File: src/rtl/xor_parity_tx.sv
// Serial parity-framing transmitter.
// Each accepted word is shifted out LSB first, one bit per accepted beat, and the frame ends
// with one parity beat. The parity beat is the XOR of all data bits, inverted when PARITY_ODD
// is set.
module xor_parity_tx #(
    parameter int unsigned WIDTH      = 32,
    parameter bit          PARITY_ODD = 1'b0
) (
    input  logic             clk,
    input  logic             rst,
    input  logic [WIDTH-1:0] in_data,
    input  logic             in_valid,
    output logic             in_ready,
    output logic             tx_bit,
    output logic             tx_valid,
    output logic             tx_last,
    input  logic             tx_ready,
    output logic             busy
);

    localparam int unsigned CntW = $clog2(WIDTH);
    localparam logic [CntW-1:0] LastCnt = CntW'(WIDTH - 1);

    typedef enum logic [1:0] {
        StIdle,
        StData,
        StParity
    } state_e;

    state_e           state_q, state_d;
    logic [WIDTH-1:0] shreg_q, shreg_d;
    logic [CntW-1:0]  cnt_q, cnt_d;
    logic             acc_q, acc_d;

    // Frame sequencing: load on accept, shift per accepted data beat, then one parity beat.
    always_comb begin
        state_d = state_q;
        shreg_d = shreg_q;
        cnt_d   = cnt_q;
        acc_d   = acc_q;
        unique case (state_q)
            StIdle: begin
                if (in_valid) begin
                    shreg_d = in_data;
                    cnt_d   = '0;
                    acc_d   = PARITY_ODD;
                    state_d = StData;
                end
            end
            StData: begin
                if (tx_ready) begin
                    acc_d   = acc_q ^ shreg_q[0];
                    shreg_d = shreg_q >> 1;
                    // Hold the counter on the final beat so it never wraps inside a frame.
                    if (cnt_q == LastCnt) begin
                        state_d = StParity;
                    end else begin
                        cnt_d = cnt_q + 1'b1;
                    end
                end
            end
            StParity: begin
                if (tx_ready) begin
                    state_d = StIdle;
                end
            end
            default: state_d = StIdle;
        endcase
    end

    // State and datapath registers; reset aborts any frame in progress.
    always_ff @(posedge clk or posedge rst) begin
        if (rst) begin
            state_q <= StIdle;
            shreg_q <= '0;
            cnt_q   <= '0;
            acc_q   <= 1'b0;
        end else begin
            state_q <= state_d;
            shreg_q <= shreg_d;
            cnt_q   <= cnt_d;
            acc_q   <= acc_d;
        end
    end

    // Outputs decode registered state only; no path from in_valid or tx_ready.
    always_comb begin
        tx_bit   = 1'b0;
        tx_valid = 1'b0;
        tx_last  = 1'b0;
        unique case (state_q)
            StData: begin
                tx_bit   = shreg_q[0];
                tx_valid = 1'b1;
            end
            StParity: begin
                tx_bit   = acc_q;
                tx_valid = 1'b1;
                tx_last  = 1'b1;
            end
            default: ;
        endcase
        in_ready = (state_q == StIdle);
        busy     = (state_q != StIdle);
    end

endmodule

File: config.mk
export PLATFORM = sky130hd
export DESIGN_NAME = xor_parity_tx
export DESIGN_NICKNAME = d
export VERILOG_FILES = /design/src/rtl/xor_parity_tx.sv
export SDC_FILE = /design/constraint.sdc
export NUM_CORES = 1
export LEC_CHECK = 0
export ABC_AREA = 1
export CAP_MARGIN = 10
export CORE_MARGIN = 4
export CORE_UTILIZATION = 57
export DETAILED_ROUTE_END_ITERATION = 8
export MAX_ROUTING_LAYER = met4
export PLACE_DENSITY = 0.87
export SYNTH_ARGS = -nofsm -noshare
export SYNTH_HDL_FRONTEND = slang
export SYNTH_SLANG_ARGS = --single-unit
File: constraint.sdc
create_clock -name clk -period 3.9 [get_ports clk]
set_input_delay 0.975 -clock clk [delete_from_list [all_inputs] [get_ports clk]]
set_output_delay 0.975 -clock clk [all_outputs]
set_load 0.02 [all_outputs]
## Word level (Yosys, flattened, before mapping)

Index checks and enable logic that the tools add are counted.

| cells by class | value |
|---|---|
| multiplexer cells | 18 |
| multipliers | 0 |
| reduce and logical (&&, ||, !) cells | 7 |
| $lt $le $gt $ge | 0 |
| shift-type cells | 0 |
| divide/modulo/power cells | 0 |
| add/subtract/negate cells | 1 |
| eq/ne operators | 8 |
| bitwise gates (word level) | 1 |

Operator list:

| kind | count |
|---|---|
| $mux W32 | 2 |
| $pmux W32 S2 | 1 |
| $mux W5 | 3 |
| $ne A2 B2 Y1 const B | 5 |
| $pmux W5 S2 | 1 |
| $mux W2 | 4 |
| $reduce_and A4 Y1 | 2 |
| $pmux W2 S3 | 1 |
| $add A5 B1 Y5 const B | 1 |
| $eq A5 B5 Y1 const B | 1 |
| $mux W1 | 4 |
| $pmux W1 S2 | 2 |
| $reduce_bool A2 Y1 | 2 |
| $reduce_and A3 Y1 | 1 |
| $eq A2 B1 Y1 const B | 1 |
| $eq A2 B2 Y1 const B | 1 |
| $logic_not A2 Y1 | 1 |
| $reduce_or A2 Y1 | 1 |
| $xor A1 B1 Y1 | 1 |

| word-level totals | value |
|---|---|
| RAM bits | 0 |
| latch bits | 0 |
| output and inout port bits | 5 |
| bits in registers | 40 |
| memories | 0 |
| input port bits | 36 |
| bits in read-only memories | 0 |

## Depth between registers and ports, before layout

| logic depth | value |
|---|---|
| depth in word-level cells | 4 |
| gate-level depth with buffers | 11 |
| gate-level depth less buffers | 11 |

## Worst setup path after synthesis

OpenSTA, ideal clock, no wires.

| path | value |
|---|---|
| path kind | reg2out |
| start | register state_q[0] |
| end | output tx_bit |
| stages on the path, launching flop included | 4 |
| arrival | 1.337 ns |
| path buffers | 0 |
| data required time | 2.925 ns |
| setup slack | 1.588 ns |
| cells stage by stage | dfrtp_1 -> inv_1 -> ha_1 -> a21boi_0 |

| between the ends | value |
|---|---|
| longest elaborated chain between the ends | 2 |

RTL lines:

| item | line | source |
|---|---|---|
| start, declared | 30 | `state_e state_q, state_d;` |
| start signal, assigned | 74 | `state_q <= StIdle;` |
| start signal, assigned | 79 | `state_q <= state_d;` |
| $eq A2 B2 Y1 or $eq A2 B1 Y1 (tied branches) | 91 | `unique case (state_q)` |
| $pmux W1 S2 (*) | 91 |  |
| end, declared | 14 | `output logic tx_bit,` |

Every way passes the cells marked *; elsewhere a longest branch is shown, timed or not.

## Final worst setup path

| path | value |
|---|---|
| start | register state_q[1] |
| end | output tx_bit |

The elaborated chain is that of the path after synthesis.

==> results.cfg <==
[routing]
num_vias = 1807
via_per_inst = 4.92
antenna_left = 0
route.detailed.drc = 0
first_iter_violations = 100
finalWirelength_mm = 4.35
wl_per_cell_um = 11.8
drt_first_pass_iters = 4

[yosys]
yosysMostFrequentCell = nand2_1
async_flop_share_pct = 100
ys_top_cells_by_area = dfrtp_1 (43%), nand2_1 (16%), o21ai_2 (10%)
ys_warn_count = 0
ys_ff_latch = 40
synth_nets = 324
syn_avg_cell_area_um2 = 8.19
synthesis.area_um2 = 2320
synth_top_cell_area_share_pct = 43.2
synth_commonest_cells = nand2_1 (100), dfrtp_1 (40), inv_1 (40)
yosysTopAreaCell = dfrtp_1
netlist_instances = 283
synthFlopType = dfrtp_1
synth_edf_count = 0
synth_cell_type_count = 22
ys_seq_area_share_pct = 43.2

[setup_path]
cp_slowest_cell = clkdlybuf4s50_1
rr_worst_depth = 7
crit_chain = inv_1 > ha_1 > nand2_1 > a21boi_0 > clkdlybuf4s50_1
cp.arrival_ns = 2.22
r2r-end = shreg_q[19]
crit_buf_inv = 2
slowest_delay_ns = 0.65
cp.required_ns = 2.92
crit_family = buffers and inverters
crit_fanout = 10
crit_path_end_kind = output port
reg2reg_slack_ns = 1.71
crit_type = flop to output port
r2r_start = state_q[1]
critPathLaunchType = flop

[timing]
hold_viol_final = 0
worst_pin_slew_ns = 0.631
rsz0062_at_grt = no
tns_ns = 0
min_period_over_period_pct = 82.0
clock.fmax_mhz = 313
min_period_ns = 3.20
drv_slew = 0
hold_slack_ns = 0.486
final.setup.worst_slack_ns = 0.704
skew_ns = 0.00447
maxSlewHeadroom_pct = 57.9
setup_viol = 0

[cells_and_area]
drive_gt1_share_pct = 14.1
antenna_cells = 0
utilization_pct = 71.7
final_nets = 360
area_growth_pct = 17.5

[floorplanning]
die_width_um = 71.8
dieArea_um2 = 5150
rows = 22
fp.dieH_um = 71.8
coreArea_um2 = 3800
boundaryPins = 41
initial_utilization_pct = 61.0

[cts]
clock-root-buffer = clkbuf_8
post-cts-setup-buffer-count = 0
cts_tree = done
clkTransAtPathRegs_ns = 0.07
h-tree-depth = 2
numCtsBuffers = 5
cts_resized = 0
cts.sinks = 40
cts_hold_buf = 0
clk-insertion-delay-late_ns = 0.29
clk_path_buf_depth = 2

[global_route]
antenna_found_initial = 0
grt_pass1_wl_mm = 7.39
grtUsageTotal_pct = 18.5
grt-ovfl-total = 0
grt_max_degree = 66
grt_pass1_vias = 1811

[flow_run]
cap_violations = 0

[power]
total_leakage_power_nw = 1.36
max-vdd-ir-drop_mv = 0.702
power.density_nw_per_um2 = 782

[placed_design]
portBuffers = 40
hpwl_mm = 3.05
gp_congestion = 0.859
dp_slack_ns = 1.02

[hold_path]
worstHoldStart = shreg_q[10]
min_to = shreg_q[10]
hp-class = flop to flop
hold_path_depth = 2

[status]
outcome = completed
-- how the worst max path moves through the flow --
stage                     endpoint  slack (ns)  depth (start not counted)  startpoint
after CTS                   tx_bit        0.70                          5  state_q[1]
final                       tx_bit        0.70                          5  state_q[1]
after detailed placement    tx_bit        1.02                          5  state_q[1]
after floorplan             tx_bit        1.59                          3  state_q[0]
after global routing        tx_bit        0.55                          5  state_q[1]
after global placement      tx_bit        1.16                          5  state_q[1]
-- metrics by stage --
| stage | cell area (µm²) | cells | total power, mW |
|---|---|---|---|
| 2_1_floorplan | 2320 | 283 | 1.77 |
| 3_3_place_gp | 2650 | 360 | 1.83 |
| 3_5_place_dp | 2650 | 360 | 1.89 |
| 4_1_cts | 2720 | 367 | 2.15 |
| 5_1_grt | 2720 | 367 | 2.32 |
| 6_report | 2720 | 367 | 2.13 |
-- worst reg2reg max path, stage by stage, from the launching register on --
cell and delay, ns:
dfrtp_1 0.40, inv_1 0.09, ha_1 0.48, nor2_2 0.14, nor2_8 0.53, buf_4 0.32
nand2_1 0.10, o21ai_2 0.06
-- cell usage in the layout, fill, tap and decap left out, drive strengths merged --
master,synthesis,final
buf,13,3
nand4,3,3
nor2,7,7
clkinv,0,1
nand3,6,6
nand2,103,103
xor2,1,1
a21boi,1,1
dfrtp,40,40
ha,5,5
o21ai,61,61
nor3b,1,1
clkdlybuf4s50,0,40
inv,41,41
clkbuf,1,6
-- sequential cells by signal, indices dropped and copies added, names as in the netlist --
register  cells
acc_q         1
state_q       2
shreg_q      32
cnt_q         5
-- cell families (layout without fill, tap and decap cells) --
| family | after synthesis | after routing | share of synthesized area [%] |
|---|---|---|---|
| simple gates | 120 | 120 | 22.5 |
| compound gates | 62 | 62 | 17.9 |
| buf+inv | 55 | 91 | 13.4 |
| flops | 40 | 40 | 43.2 |
| fa+ha+maj | 5 | 5 | 2.70 |
| xor+xnor | 1 | 1 | 0.378 |
-- layer usage --
metal	vias to the layer above	GRT usage, %	share of wire, %
met5	-	-	0
met1	822	21.5	46
li1	948	-	-
met3	7	5.19	4.2
met4	0	7.52	1.3
met2	30	30.2	48
-- layout make-up --
class	instances	area [µm²]
Clock buffer	6	72.6
Inverter	41	156
Clock inverter	1	5.00
Multi-Input combinational cell	188	1010
Fill cell	299	1070
Timing Repair Buffer	43	423
Sequential cell	40	1000
Tap cell	48	60.1
-- where the power goes --
group,switching [mW],total [mW],internal (mW)
clock network,0.133,0.255,0.122
logic,0.776,1.21,0.430
registers,0.0662,0.670,0.603
(Power assumes the default switching activity.)
